===== src/rtl/wb_unit_pkg.sv =====
// Shared encodings for the writeback stage: writeback mux select, load funct3, FSM states.
// Ports: none (package only).
// Imported by wb_unit and its load extraction sub-module.
package wb_unit_pkg;

  // Writeback data source (control_wr_mux_i); 2'b11 is reserved and behaves as ALU.
  localparam logic [1:0] WB_SEL_ALU = 2'b00;
  localparam logic [1:0] WB_SEL_MEM = 2'b01;
  localparam logic [1:0] WB_SEL_PC  = 2'b10;

  // Load type, RISC-V funct3 encoding.
  localparam logic [2:0] LOAD_LB  = 3'b000;
  localparam logic [2:0] LOAD_LH  = 3'b001;
  localparam logic [2:0] LOAD_LW  = 3'b010;
  localparam logic [2:0] LOAD_LBU = 3'b100;
  localparam logic [2:0] LOAD_LHU = 3'b101;

  typedef enum logic {
    IDLE     = 1'b0,
    WAIT_MEM = 1'b1
  } wb_state_t;

endpackage


===== src/rtl/wb_unit_load_extract.sv =====
// Load data alignment: picks byte/halfword/word out of a word-aligned read and extends it.
// Ports: rdata (word from memory), offset (byte offset), load_type (funct3) -> data (32-bit result).
// Purely combinational, zero latency, no backpressure.
module wb_unit_load_extract
  import wb_unit_pkg::*;
(
  input  logic [31:0] rdata,
  input  logic [1:0]  offset,
  input  logic [2:0]  load_type,
  output logic [31:0] data
);

  logic [7:0]  byte_sel;
  logic [15:0] half_sel;

  always_comb begin
    byte_sel = 8'h00;
    case (offset)
      2'd0:    byte_sel = rdata[7:0];
      2'd1:    byte_sel = rdata[15:8];
      2'd2:    byte_sel = rdata[23:16];
      default: byte_sel = rdata[31:24];
    endcase
  end

  // Halfword loads only look at offset[1]; a misaligned offset[0] is ignored.
  assign half_sel = offset[1] ? rdata[31:16] : rdata[15:0];

  always_comb begin
    data = rdata;
    case (load_type)
      LOAD_LB:  data = {{24{byte_sel[7]}}, byte_sel};
      LOAD_LBU: data = {24'h000000, byte_sel};
      LOAD_LH:  data = {{16{half_sel[15]}}, half_sel};
      LOAD_LHU: data = {16'h0000, half_sel};
      LOAD_LW:  data = rdata;
      default:  data = rdata;  // undefined funct3 returns the raw word
    endcase
  end

endmodule


===== src/rtl/wb_unit.sv =====
// Writeback stage: selects ALU/MEM/PC+4 result, drives the regfile write port, waits on loads.
// Ports: EX/WB bundle + dmem read response in; regfile write port, stall, instret, sticky err out.
// Completion and stall are combinational in the cycle; a missing load response stalls upstream
// until data arrives or TIMEOUT cycles elapse, after which the load is dropped and err sets.
module wb_unit
  import wb_unit_pkg::*;
#(
  parameter int TIMEOUT = 16,
  parameter int CNT_W   = 64
) (
  input  logic             clk,
  input  logic             rst_n,
  input  logic             wb_valid_i,
  input  logic             control_wb_i,
  input  logic [4:0]       wb_addr_i,
  input  logic [31:0]      alu_result_i,
  input  logic [31:0]      pc_plus_i,
  input  logic [1:0]       control_wr_mux_i,
  input  logic [2:0]       control_load_i,
  input  logic [1:0]       addr_offset_i,
  input  logic             dmem_rvalid_i,
  input  logic [31:0]      dmem_rdata_i,
  output logic             rf_we_o,
  output logic [4:0]       rf_waddr_o,
  output logic [31:0]      rf_wdata_o,
  output logic             stall_o,
  output logic [CNT_W-1:0] instret_o,
  output logic             err_o
);

  localparam int            TW   = $clog2(TIMEOUT + 1);
  localparam logic [TW-1:0] TMAX = TW'(TIMEOUT);

  wb_state_t     state;
  logic [TW-1:0] tcnt;
  logic          is_load;
  logic          complete;
  logic          timeout;
  logic          stall;
  logic [31:0]   load_data;

  assign is_load = wb_valid_i & (control_wr_mux_i == WB_SEL_MEM);

  wb_unit_load_extract u_extract (
    .rdata     (dmem_rdata_i),
    .offset    (addr_offset_i),
    .load_type (control_load_i),
    .data      (load_data)
  );

  // complete: the instruction in EX/WB retires this cycle.
  // timeout:  the outstanding load is abandoned this cycle.
  always_comb begin
    stall    = 1'b0;
    complete = 1'b0;
    timeout  = 1'b0;
    case (state)
      IDLE: begin
        if (wb_valid_i) begin
          if (is_load && !dmem_rvalid_i) stall = 1'b1;
          else                           complete = 1'b1;
        end
      end
      WAIT_MEM: begin
        // A response arriving on the final cycle still wins over the timeout.
        if (dmem_rvalid_i)     complete = 1'b1;
        else if (tcnt >= TMAX) timeout = 1'b1;
        else                   stall = 1'b1;
      end
      default: ;
    endcase
  end

  assign stall_o    = stall;
  assign rf_we_o    = complete & control_wb_i & (wb_addr_i != 5'd0);
  assign rf_waddr_o = wb_addr_i;

  always_comb begin
    rf_wdata_o = alu_result_i;
    case (control_wr_mux_i)
      WB_SEL_ALU: rf_wdata_o = alu_result_i;
      WB_SEL_MEM: rf_wdata_o = load_data;
      WB_SEL_PC:  rf_wdata_o = pc_plus_i;
      default:    rf_wdata_o = alu_result_i;
    endcase
  end

  always_ff @(posedge clk or negedge rst_n) begin
    if (!rst_n) begin
      state     <= IDLE;
      tcnt      <= '0;
      instret_o <= '0;
      err_o     <= 1'b0;
    end else begin
      if (complete) instret_o <= instret_o + CNT_W'(1);
      if (timeout)  err_o     <= 1'b1;
      case (state)
        IDLE: begin
          if (stall) begin
            state <= WAIT_MEM;
            tcnt  <= TW'(1);
          end
        end
        WAIT_MEM: begin
          if (complete || timeout) begin
            state <= IDLE;
            tcnt  <= '0;
          end else begin
            tcnt <= tcnt + TW'(1);
          end
        end
        default: begin
          state <= IDLE;
          tcnt  <= '0;
        end
      endcase
    end
  end

endmodule


===== config.mk =====
export PLATFORM = sky130hd
export DESIGN_NAME = wb_unit
export DESIGN_NICKNAME = d
export VERILOG_FILES = /design/src/rtl/wb_unit_pkg.sv /design/src/rtl/wb_unit_load_extract.sv /design/src/rtl/wb_unit.sv
export SDC_FILE = /design/constraint.sdc
export NUM_CORES = 1
export LEC_CHECK = 0
export BUFFER_PORTS_ARGS = -buffer_cell sky130_fd_sc_hd__buf_2
export CAP_MARGIN = 0
export CORE_MARGIN = 1
export CORE_UTILIZATION = 30
export CTS_BUF_LIST = sky130_fd_sc_hd__clkbuf_16
export DETAILED_ROUTE_END_ITERATION = 10
export PLACE_DENSITY_LB_ADDON = 0.15
export SYNTH_ARGS = -nofsm -noshare
export SYNTH_HDL_FRONTEND = slang
export SYNTH_SLANG_ARGS = --single-unit

===== constraint.sdc =====
create_clock -name clk -period 2.3 [get_ports clk]
set_input_delay 0.46 -clock clk [delete_from_list [all_inputs] [get_ports clk]]
set_output_delay 0.46 -clock clk [all_outputs]
set_load 0.01 [all_outputs]

# Yosys cells after proc, flatten, opt, wreduce, memory -nomap -nowiden

Index checks and enable logic that the tools add are counted.

Register bits: 71
Word-level logic and storage cells: 47

$add $sub $neg: 2
Order comparisons: 1
Equal/unequal tests: 8
Mux-type cells: 22
Bitwise gates (word level): 4
Reductions and logical operators: 6

Operators with widths:

| cell                                                                   | count |
|---|---|
| 32-bit one-hot mux with 4 select lines                                 | 1 |
| 64-bit by 1-bit adder with 64-bit output (second input constant)       | 1 |
| 32-bit one-hot mux with 2 select lines                                 | 1 |
| 8-bit one-hot mux with 3 select lines                                  | 1 |
| 16-bit 2-to-1 mux                                                      | 1 |
| 1-bit 2-to-1 mux                                                       | 12 |
| 5-bit 2-to-1 mux                                                       | 2 |
| 5-bit one-hot mux with 2 select lines                                  | 1 |
| 3-bit equality test (second input constant)                            | 2 |
| 1-bit one-hot mux with 2 select lines                                  | 3 |
| 5-bit by 1-bit adder with 5-bit output (second input constant)         | 1 |
| 5-bit greater-or-equal comparator (second input constant)              | 1 |
| 5-bit nonzero test                                                     | 1 |
| 2-bit by 1-bit equality test with 1-bit output (second input constant) | 2 |
| 2-bit equality test (second input constant)                            | 2 |
| 1-bit bitwise AND                                                      | 3 |
| 3-bit by 1-bit equality test with 1-bit output (second input constant) | 1 |
| 3-bit logical NOT                                                      | 1 |
| 2-bit logical NOT                                                      | 1 |
| 2-bit inequality test (second input constant)                          | 1 |
| 1-bit logical AND                                                      | 1 |
| 1-bit logical NOT                                                      | 1 |
| 1-bit logical OR                                                       | 1 |
| 1-bit inverter                                                         | 1 |

# Longest topological paths before layout

Gate-level depths: netlist of run 1.

Depth in word-level cells: 9
Depth in mapped cells: 8
Depth with buffers taken out: 7

# By module

From an unflattened synthesis of run 1, not the netlist that was laid out.

Cell total of the unflattened synthesis: 571
Area total of the unflattened synthesis: 4,969.8 sq um

By module, submodules not included:

| module               | instances | cells each | area each (sq um) |
|---|---|---|---|
| wb_unit              | 1         | 438        | 4,000.1 |
| wb_unit_load_extract | 1         | 133        | 969.7 |

# Least setup slack after synthesis of run 1

Ideal clock, no wire load.

Path type: input to output
Start point: in control_wr_mux_i[0]
End point: out rf_wdata_o[16]
Arrival: 2.023 ns
Slack: -0.183 ns
Stages on the path: 8
Path buffers: 2
Cell sequence: inv_1 -> ha_1 -> clkbuf_1 -> clkinv_1 -> nand2_1 -> a221o_1 -> clkbuf_1 -> o221ai_1

Word-level cells in the longest chain between the ends: 2

RTL lines:

| what                                                                                  | line          | source |
|---|---|---|
| start, declared                                                                       | wb_unit.sv:18 | `input logic [1:0] control_wr_mux_i,` |
| 2-bit equality test or 2-bit by 1-bit equality test with 1-bit output (tied branches) | wb_unit.sv:80 | `case (control_wr_mux_i)` |
| 32-bit one-hot mux with 2 select lines (*)                                            | wb_unit.sv:80 |  |
| end, declared                                                                         | wb_unit.sv:25 | `output logic [31:0] rf_wdata_o,` |

Every way passes the cells marked *; elsewhere a longest branch is shown, timed or not.

# Final worst setup path of run 1

Start point: in dmem_rdata_i[15]
End point: out rf_wdata_o[29]

Word-level cells in the longest chain between the ends: 3

RTL lines:

| what                                                                       | line                                                   | source |
|---|---|---|
| start, declared                                                            | wb_unit.sv:22                                          | `input logic [31:0] dmem_rdata_i,` |
| 8-bit one-hot mux with 3 select lines or 16-bit 2-to-1 mux (tied branches) | wb_unit_load_extract.sv:18, wb_unit_load_extract.sv:27 |  |
| 32-bit one-hot mux with 4 select lines (*)                                 | wb_unit_load_extract.sv:31                             | `case (load_type)` |
| 32-bit one-hot mux with 2 select lines (*)                                 | wb_unit.sv:80                                          |  |

Marks and branches as above.

==> summary by stage, run 1 <==
Global routing
The number of antenna violations at the first check in global routing is 0. The first global-routing pass estimated 25.1 mm of wire. Entering global routing, the biggest net connects just over 70 pins. The number of global-route vias before repair was 4727.

The all-layer global routing usage is 20.2%. For this run the aggregate overflow at the end of global routing stands at 0.

Synthesis
Of the total synthesized cell area, the portion taken by XOR and XNOR cells is 12.5%. Ranked by total cell area, the synthesized netlist is headed by sky130_fd_sc_hd__dfrtp_1 39%, sky130_fd_sc_hd__nand2_1 7.4%, sky130_fd_sc_hd__xor2_1 6.4%, sky130_fd_sc_hd__xnor2_1 6.0%, sky130_fd_sc_hd__nor2_1 4.7%. The netlist uses 52 different library cells. The total nets after synthesis is 644. The top cell type by area accounts for 39.5% of the synthesized area. Counting flops and latches in the post-synthesis netlist gives 71. The mean instance size in the synthesized netlist is about 8.5 um^2. The count of flip-flops with a built-in enable after synthesis is 0.

After synthesis, the share of flip-flops with an asynchronous set or reset is 100%. The number of instances in the synthesized netlist is 527. After synthesis, the largest family of logic cells by area is simple AND/OR/NAND/NOR gates. Summing the areas of all and, or, nand and nor instances in the mapped netlist gives 26.6% of the synthesized area. Summing the areas of all compound-gate instances in the mapped netlist gives around 14% of the synthesized area.

The adder-cell share of the synthesized area is 1.11%. In this run the cell area of the synthesized design comes to around 4500 um^2. The multiplexer fraction of the synthesized cell area is 2.56%. For this run, the register share of the synthesized area comes to 39.5%. The Yosys step of the flow raised 0 warnings. The prevailing post-synth register cell is sky130_fd_sc_hd__dfrtp_1.

The biggest area consumer among synthesized cells is sky130_fd_sc_hd__dfrtp_1.

Drt
Dividing the detail-routed wire length by the instance count gives 16.7 um. The count of nets left with antenna violations once routing finished came out at 0. The remaining routing DRC violations is 0. For this block, the via count after detailed routing is 4857. The mean number of vias per cell is 5.10. The wire length after detailed routing is approximately 16 mm. The detailed router finished its first iteration with 362 violations. The first-pass detailed-route iteration total is 4.

Timing
The measured slew at the worst slew-check pin is 0.359 ns. The final critical-path share of the clock period is 104%. The worst setup slack after layout is -0.0851 ns. The final number of hold-violating endpoints is 0. The final count of negative-setup-slack endpoints is 16. Setup repair after global routing could not meet its margin everywhere. The clock arrives with 0.00543 ns of skew.

Timing would allow up to approximately 0.42 GHz. Headroom to the max-slew limit came out at 75.4%. The worst path in the final design needs a cycle of 2.39 ns, including I/O delays and setup. The count of final max-slew check failures is 0. Setup total negative slack on the finished layout was measured at -0.627 ns.

Finish
The proportion of layout cells with a drive suffix above 1 is 39.8%. With fillers left out, the area of the finished cells amounts to 6460 um^2. The net count of the finished layout is 880. The final cell utilization of the core is approximately 44%.

The number of antenna diodes in the final layout is 0. The library cells used most frequently in the layout, excluding fill and tap cells, are 212 x sky130_fd_sc_hd__buf_2, 89 x sky130_fd_sc_hd__nand2_1, 71 x sky130_fd_sc_hd__dfrtp_1. The layout overhead on the synthesized area is 43.6%.

The final-layout fill cell count is around 1.5k. The most common cell after layout, fill and taps aside is sky130_fd_sc_hd__buf_2. The final cell count without fillers is 952.

Power
The total power density per cell area is 571 nW/um^2. The leakage power total is 0.00331 uW. The worst-case IR drop observed on VDD is 0.472 mV.

Setup path
The most numerous cell type found on the critical path is sky130_fd_sc_hd__buf_2. Data on the critical path is required at its endpoint by 1.84 ns. The largest single stage delay on the critical path is 0.49 ns.

The highest fanout seen on the critical path is 8. STA classifies the critical path endpoint as a primary output. STA classifies the critical path startpoint as a primary input.

By startpoint and endpoint, the worst setup path is classified as in2out. Traced cell by cell, the critical path runs through buf_2 > mux4_2 > nand2_1 > a221o_1 > buf_6 > o221ai_2 > buf_2. Data arrives at the worst endpoint at ~1.9 ns. Together, buffers and inverters on the worst path number 3. The slowest stage of the critical path is the sky130_fd_sc_hd__mux4_2 cell. Grouping stages by cell kind, the critical path spends the most delay in multiplexers.

Min path
The class of the tightest hold or removal check is in2async.

Floorplanning
The core region area is 14600 um^2. The initial cell density of the core is 30.8%. The number of top-level pins is 217. The horizontal extent of the die is approximately 120 um. The die covers 15500 um^2. The number of standard-cell rows in the floorplan is 44. In this run the vertical extent of the chip is about 120 um.

CTS
The clock latency of the later-clocked register in the worst-skew pair is 0.32 ns. Clock-pin slew was measured on the worst setup and hold paths at 0.06 ns. No sink is reached through more buffers than the 2 on the longest clock path. The total CTS buffers is 9. The cell sitting at the root of the clock tree is a sky130_fd_sc_hd__clkbuf_16.

The CTS sink count is 71. The clock tree from TritonCTS is done. The number of hold buffers added after CTS is 0. The depth of the CTS H-tree is 3.

Placement
The detailed placement HPWL is roughly 13 mm. The area of placed instances is 6070 um^2. The number of placed instances, taps included, is 935. Routability-driven placement finished with a final weighted congestion of between 0.9 and 1. Buffers placed on the I/O ports in this run total roughly 220.

Run status
The checks that failed: negative setup slack. The run finished, with violations left.

Job
The reported max-cap violation count is 0.
-- report_power, final --
group	total, uW	switching (uW)	internal (uW)	leakage [uW]
registers	1430	92.9	1330	0.000959
logic	999	550	449	0.00223
clock network	1260	533	728	0.000124
-- cell families (layout without fill, tap and decap cells) --
logic type	count (synthesis)	in the layout
mux	10	10
compound gates	91	91
fa+ha+maj	4	4
simple gates	245	245
xor+xnor	64	64
flops	71	71
buf+inv	42	283
-- what timing repair did --
action / CTS / global route
gates resized for setup: 7 / 14
endpoints found under the setup margin: 20 / 24
gates cloned: 0 / 0
setup buffers: 0 / 1
pin swaps: 0 / 2
-- cell type report --
class,instances,area [um^2],area share (%)
multi-input combinational,414,2680,41.5
sequential,71,1780,27.5
timing repair buffer,253,1440,22.3
tap,184,230,3.56
clock buffer,9,225,3.49
inverter,14,53.8,0.833
clock inverter,7,48.8,0.755
-- layer usage --
metal / up-vias / share of wire, % / track usage [%]
li1: 2347 / - / -
met1: 2319 / 42 / 24.4
met2: 179 / 51 / 36.8
met3: 12 / 5.3 / 3.35
met4: 0 / 1.5 / 5.32
met5: - / 0 / 0
-- registers in the layout, indices dropped and copies added, names as in the netlist --
| name | flops |
|---|---|
| state | 1 |
| instret_o | 64 |
| err_o | 1 |
| tcnt | 5 |
-- through the flow --
stage          total power, uW  hold WS (ns)  setup WS (ns)
6_report                  3690         0.147        -0.0851
5_1_grt                   3910         0.182         -0.102
4_1_cts                   3730         0.171        -0.0572
3_5_place_dp              2430         0.469         -0.104
3_3_place_gp              2410         0.457         -0.111
2_1_floorplan             1950         0.164         0.0278
-- final timing paths --
| kind | from | end | slack, ns | depth (start not counted) |
|---|---|---|---|---|
| max | dmem_rdata_i[15] | rf_wdata_o[29] | -0.09 | 7 |
| min | rst_n | instret_o[55] | 0.15 | 2 |
| max reg2reg | instret_o[47] | instret_o[57] | 0.33 | 5 |
| min reg2reg | instret_o[63] | instret_o[63] | 0.46 | 1 |
| max in group asynchronous | rst_n | instret_o[8] | 1.83 | 2 |
| min in group clk | dmem_rvalid_i | tcnt[0] | 0.37 | 2 |
-- cell usage after synthesis (6+ instances only) --
cell type                  instances
sky130_fd_sc_hd__a21oi_1          32
sky130_fd_sc_hd__a31oi_1           7
sky130_fd_sc_hd__and3_1           14
sky130_fd_sc_hd__clkbuf_1         20
sky130_fd_sc_hd__dfrtp_1          71
sky130_fd_sc_hd__inv_1            12
sky130_fd_sc_hd__mux2i_1           7
sky130_fd_sc_hd__nand2_1          89
sky130_fd_sc_hd__nand3_1          25
sky130_fd_sc_hd__nand4_1          11
sky130_fd_sc_hd__nor2_1           56
sky130_fd_sc_hd__nor3_1           23
sky130_fd_sc_hd__nor4_1            6
sky130_fd_sc_hd__o21ai_0           9
sky130_fd_sc_hd__o221ai_1         23
sky130_fd_sc_hd__xnor2_1          31
sky130_fd_sc_hd__xor2_1           33
Power figures use the tool's default switching activity.
==> run 2: changes to the inputs <==
--- a/config.mk
+++ b/config.mk
@@ -8,7 +8,7 @@
 export BUFFER_PORTS_ARGS = -buffer_cell sky130_fd_sc_hd__buf_2
 export CAP_MARGIN = 0
 export CORE_MARGIN = 1
-export CORE_UTILIZATION = 30
+export CORE_UTILIZATION = 25
 export CTS_BUF_LIST = sky130_fd_sc_hd__clkbuf_16
 export DETAILED_ROUTE_END_ITERATION = 10
 export PLACE_DENSITY_LB_ADDON = 0.15
==> run 2 against run 1 <==
Compared with the run above: the flow now finishes without violations; sequential cell count did not move; die area rose by 20%; critical path type unchanged; sequential share of layout area barely moved; via count rose by 1.0%; sequential power barely moved.
==> summary by stage, run 2 (synthesis gave the netlist of run 1 again) <==
Run status
The run finished with clean final reports.

Finish
The proportion of layout cells with a drive suffix above 1 is 39.1%. More flip-flops sit in one register than any other, and that register is instret_o. The register with the most flip-flops in the layout has 64 of them. The final net count is slightly below 900. The area growth from synthesis to layout is 43.4%. The final cell utilization of the core is 37.0%. In the layout the commonest cells are 214 x sky130_fd_sc_hd__buf_2, 88 x sky130_fd_sc_hd__nand2_1, 71 x sky130_fd_sc_hd__dfrtp_1.

The largest registers in the layout are instret_o x64, tcnt x5. The number of antenna diodes in the final layout is 0. Leaving out fill and tap cells, the most frequent cell in the layout is sky130_fd_sc_hd__buf_2. The final-layout fill cell count is 1859.

Timing
The final number of hold-violating endpoints came to 0. The final total negative setup slack is 0 ns. Between clock sinks in the finished design, the worst skew comes to 0.00969 ns. The measured slew at the worst slew-check pin is 0.642 ns. The final critical-path required period is 2.29 ns. Setup repair after global routing could not meet its margin everywhere. The tightest slew margin relative to the limit is 57.2%.

The worst hold slack is approximately 0.15 ns. The final critical-path share of the clock period is 99.5%. The count of final max-slew check failures is 0.

The final count of negative-setup-slack endpoints is 0. The maximum frequency from static timing analysis is 0.437 GHz. After layout, the worst setup slack is 0.0126 ns.

Setup path
The cell family with the largest share of critical-path delay is compound AO/OA/AOI/OAI gates. The worst setup path is of the in2out kind. The worst endpoint required time is ~1.8 ns. The kind of capture point of the worst setup path is a primary output. The number of buffers and inverters on the critical path is 3. The highest fanout seen on the critical path is 16. STA classifies the critical path startpoint as a primary input. The largest single stage delay on the critical path is 0.35 ns.

The worst endpoint data arrival time is 1.83 ns. The worst-path cell with the longest stage delay is sky130_fd_sc_hd__mux4_2. The critical path goes through buf_6 > mux4_2 > nand2_1 > a221o_1 > buf_12 > o221ai_4 > buf_2.

Power
The peak supply drop is 0.304 mV. In this run the power density over the cells is around 570 nW/um^2. The leakage power total is between 0.003 and 0.004 uW.

Drt
After detailed routing, the total wire length is approximately 16 mm. Summing over every cut layer, the via total after detailed routing is 4907. Dividing the detail-routed via count by the number of cells gives 4.96. The routed wirelength normalized by instance count is 16.6 um. The count of nets left with antenna violations once routing finished came out at 0. The remaining routing DRC violations is 0. The first-iteration detailed-routing DRC count is 177. Before antenna repair, the detailed router went through 5 iterations.

CTS
The clock latency of the later-clocked register in the worst-skew pair is 0.33 ns. The CTS sink count is 71. The depth of the CTS H-tree is 3. Clock tree synthesis inserted a total of 9 buffers. The clock tree from TritonCTS is done. The cell at the root of the clock tree is sky130_fd_sc_hd__clkbuf_16. The clock input transition at the sequential cells of the worst setup and hold paths is 0.06 ns. The maximum number of buffers from clock root to sink is 2.

Global routing
The all-layer global routing usage is 17.4%. The global-route wire length before repair is 24.9 mm. The number of antenna violations at the first check in global routing is 0. The number of global-route vias before repair was 4778. Entering global routing, the biggest net connects 38 pins. The residual overflow from global routing is 0.

Floorplanning
The die covers 18500 um^2. The initial cell density of the core is 25.8%. The number of top-level pins is 217.

The number of standard-cell rows in the floorplan is 48. The total area inside the core boundary comes to 17400 um^2. The horizontal extent of the die is 136 um. The chip height is 136 um.

Min path
The class of the tightest hold or removal check is in2async.

Placement
The final estimated routing congestion in global placement is roughly 0.89. The detailed placement HPWL is 13.0 mm. The pre-CTS setup slack is -0.0721 ns. The count of buffers added on input and output ports is 216.

Job
The reported max-cap violation count is 0.
-- run 2: changes by cell type in the layout (fill, tap and decap cells not counted), moves of 2 or more --
cell	change
sky130_fd_sc_hd__buf_4	-4
sky130_fd_sc_hd__clkinvlp_4	-3
sky130_fd_sc_hd__o221ai_2	-3
sky130_fd_sc_hd__buf_2	+2
sky130_fd_sc_hd__o221ai_1	+2
-- run 2: repair_timing --
action | in CTS | in global routing
buffers inserted | 0 | 0
pin swaps | 0 | 1
endpoints found under the setup margin | 4 | 16
hold buffers | 0 | 0
resized for setup | 7 | 9
-- run 2: layout make-up --
cell class	instances	area, um^2	share of cell area, %
Inverter	14	53.8	0.834
Multi-Input combinational cell	414	2680	41.5
Clock inverter	6	30.0	0.466
Clock buffer	9	225	3.49
Tap cell	225	282	4.37
Sequential cell	71	1780	27.6
Timing Repair Buffer	250	1410	21.8
-- run 2: where the power goes --
group | internal [uW] | switching, uW
sequential | 1340 | 91.5
combinational | 443 | 558
clock | 709 | 508
total | 2490 | 1160
-- run 2: metal layers --
layer | global-route usage (%) | vias to the layer above | wire length, um
met5 | 0 | - | 0
met4 | 6.67 | 0 | 363
met3 | 4.40 | 23 | 1360
met2 | 31.9 | 198 | 8250
met1 | 19.2 | 2351 | 6470
li1 | - | 2335 | -
-- run 2: path summary, 6_finish.rpt --
kind | cells past startpoint | end | start | slack (ns)
setup / recovery | 7 | rf_wdata_o[28] | addr_offset_i[0] | 0.01
hold / removal | 1 | instret_o[58] | rst_n | 0.15
setup reg to reg | 5 | instret_o[52] | instret_o[38] | 0.31
hold reg to reg | 1 | err_o | err_o | 0.47
max in group asynchronous | 2 | instret_o[20] | rst_n | 1.50
min in group clk | 2 | err_o | dmem_rvalid_i | 0.37
-- run 2: worst register-to-register path, cell delays in order (launching register included) --
cell and delay (ns):
sky130_fd_sc_hd__dfrtp_1 0.46, sky130_fd_sc_hd__nand3_1 0.18, sky130_fd_sc_hd__nor3_1 0.39, sky130_fd_sc_hd__nand4_1 0.29, sky130_fd_sc_hd__nor4_1 0.41, sky130_fd_sc_hd__xor2_1 0.18
-- run 2: through the flow --
step	total power (uW)	cell area (um^2)	std cells
floorplan	1950	4570	527
global placement	2410	6110	974
detailed placement	2430	6110	974
CTS	3690	6410	989
global route	3880	6450	989
finish	3640	6450	989
==> run 3: changes to the inputs <==
--- a/config.mk
+++ b/config.mk
@@ -8,7 +8,7 @@
 export BUFFER_PORTS_ARGS = -buffer_cell sky130_fd_sc_hd__buf_2
 export CAP_MARGIN = 0
 export CORE_MARGIN = 1
-export CORE_UTILIZATION = 25
+export CORE_UTILIZATION = 43
 export CTS_BUF_LIST = sky130_fd_sc_hd__clkbuf_16
 export DETAILED_ROUTE_END_ITERATION = 10
 export PLACE_DENSITY_LB_ADDON = 0.15
==> run 3 against run 2 <==
Compared with the run above: the run now ends with negative setup slack left; critical path depth is the same; core utilization grew 28 points; first-iteration DRC count grew 98%; clock skew grew 0.00097 ns; clock power grew 28%; critical path type unchanged; register-to-register slack lost 0.03 ns; die area shrank 41%; sequential power is essentially flat; fmax shrank 1.9%; sequential cell count is the same; highest routed layer unchanged; largest power group is now clock; global-route usage grew 10 points; worst setup slack lost 0.044 ns.
==> summary by stage, run 3 (synthesis gave the netlist of run 1 again) <==
Drt
The first-iteration detailed-routing DRC count is 351. For this block, the routed nets add up to 14.9 mm of wire. The mean number of vias per cell is between 5 and 6. The remaining antenna violation count after routing is 0. The first-pass detailed-route iteration total is 7. The via total after detailed routing is roughly 4.9k.

The routed wirelength normalized by instance count is 16.5 um. The remaining routing DRC violations is 0.

Job
Across the run, the number of max-cap violations was 0.

Setup path
The critical path contains buffers and inverters numbering 3 combined. For this run, the slowest stage of the critical path takes about 0.40 ns. The startpoint type of the worst setup path is a primary input. STA classifies the critical path endpoint as a primary output. The highest fanout seen on the critical path is 9. The slowest stage of the critical path belongs to the cell sky130_fd_sc_hd__a221o_1. Walking the worst path, the cells encountered are buf_6 > mux4_2 > nand2_1 > a221o_1 > buf_12 > o221ai_2 > buf_2. The critical path start-end classification is in2out.

On the critical path the largest part of the delay comes from compound AO/OA/AOI/OAI gates. At the worst endpoint, the arrival time is ~1.9 ns. The worst endpoint required time is 1.84 ns.

Global routing
Entering global routing, the biggest net connects 48 pins. The global-route wire length before repair is about 24 mm. The number of antenna violations at the first check in global routing was 0. The number of global-route vias before repair is 4832. The all-layer global routing usage is 27.7%. The residual overflow from global routing is 0.

Timing
Setup slack on the critical path of the routed design comes to -0.0309 ns. Summed over all failing endpoints, the final setup total negative slack is -0.0796 ns. Setup repair after global routing could not meet its margin everywhere.

The final critical-path required period is 2.33 ns. The count of final max-slew check failures came to 0. The worst hold slack is 0.136 ns. The final count of negative-setup-slack endpoints is 5.

The worst pin sits at a relative slew slack of about 59%. The maximum frequency from static timing analysis is roughly 0.43 GHz. The final number of hold-violating endpoints was 0.

The worst-case clock skew is 0.0107 ns. The measured slew at the worst slew-check pin is 0.619 ns. The final critical-path share of the clock period is 101%.

CTS
The H-tree generated during clock tree synthesis spans 3 levels. CTS placed an instance of sky130_fd_sc_hd__clkbuf_16 at the clock tree root. The clock input transition at the sequential cells of the worst setup and hold paths is 0.06 ns. The number of hold buffers added after CTS is 0. The maximum number of buffers from clock root to sink is 2. For this design, the sink count on the clock tree is 71.

TritonCTS built the clock tree. Buffers inserted during clock tree synthesis total 9. For the worst-skew pair, the clock arrives at the later sink with an insertion delay of 0.33 ns.

Power
The analysis attributes to cell leakage a power of 0.00337 uW. The total power consumption of the routed design is 4000 uW. The total power density per cell area is 618 nW/um^2.

Across the VDD grid, the largest voltage drop is 0.466 mV.

Run status
The run finished, with violations left. The checks that failed: negative setup slack.

Finish
The largest registers in the layout are instret_o x64, tcnt x5. Ranked by flip-flop count, first place goes to instret_o. The library cells used most frequently in the layout, excluding fill and tap cells, are 214 x sky130_fd_sc_hd__buf_2, 88 x sky130_fd_sc_hd__nand2_1, 71 x sky130_fd_sc_hd__dfrtp_1. Registers take 1780 um^2. The multi-input gate area in the final layout is roughly 2700 um^2. The antenna diode instance count is 0. After the last flow step, the layout net total stands at 881. Cells with a size suffix above 1 make up 40.3% of the layout. Relative to the synthesized area, the layout overhead comes to 43.9%.

The number of flip-flops in the largest register is 64. After routing the design area is 6470 um^2. The finished layout holds 902 standard cells, fillers aside. The final-layout fill cell count is between 800 and 900. The most common cell after layout, fill and taps aside is sky130_fd_sc_hd__buf_2.

Placement
The number of port buffers is between 200 and 250. The final estimated routing congestion in global placement is 0.956. The detailed placement HPWL is approximately 12 mm.

The area of placed instances is 6030 um^2. After detailed placement, the design holds a cell count of ~900.

Floorplanning
The initial cell density of the core is ~45%. The horizontal extent of the die is roughly 100 um. The number of standard-cell rows in the floorplan is 36.

The number of top-level pins is between 200 and 250. The chip height is 104 um. The floorplan step defined a die boundary enclosing 10900 um^2.

The region available for standard cell placement spans 9950 um^2.

Min path
The worst hold path belongs to the class in2async.
[run 3: cell count changes in the layout (fill, tap and decap cells not counted), sizes merged]
cell and delta:
bufinv +3, clkinvlp -1, buf +4, clkinv -1
[run 3: worst paths after layout]
check                                 startpoint             end  slack, ns  depth (start not counted)
worst max-delay path            addr_offset_i[0]  rf_wdata_o[16]      -0.03                          7
worst min register to register             err_o           err_o       0.47                          1
min in group clk                   dmem_rvalid_i         tcnt[0]       0.38                          2
max in group asynchronous                  rst_n   instret_o[53]       1.48                          2
worst min-delay path                       rst_n   instret_o[48]       0.14                          1
worst max register to register     instret_o[47]   instret_o[57]       0.28                          5
[run 3: what timing repair did]
item,in CTS,in global routing
endpoints found under the setup margin,8,21
pin swaps,1,3
resized for setup,9,10
setup buffers,0,0
[run 3: per-stage QoR]
stage               setup WS, ns  utilization, %
floorplan                 0.0278               -
global route             -0.0668            65.0
global placement         -0.0558            60.6
CTS                      0.00259            64.5
finish                   -0.0309            65.0
detailed placement       -0.0479            60.6
[run 3: area by class of cell]
type	instances	share of cell area [%]
clock buffers	9	3.48
clock inverters	7	1.74
inverters	14	0.831
multi-input cells	414	41.5
flip-flops and latches	71	27.5
repair buffers	254	22.4
well taps	133	2.57
[run 3: where the power goes]
part           leakage (uW)  internal [uW]  switching, uW  total, uW
logic               0.00224            455            548       1000
clock network      0.000171           1050            509       1560
registers          0.000959           1330           97.0       1430
[run 3: per-layer routing]
| layer | share of wire [%] | global-route usage, % | routed length, um |
|---|---|---|---|
| met1 | 41 | 33.3 | 6160 |
| met2 | 50 | 49.1 | 7410 |
| met3 | 5.7 | 4.70 | 850 |
| met4 | 3.0 | 10.8 | 440 |
| met5 | 0 | 0 | 0 |
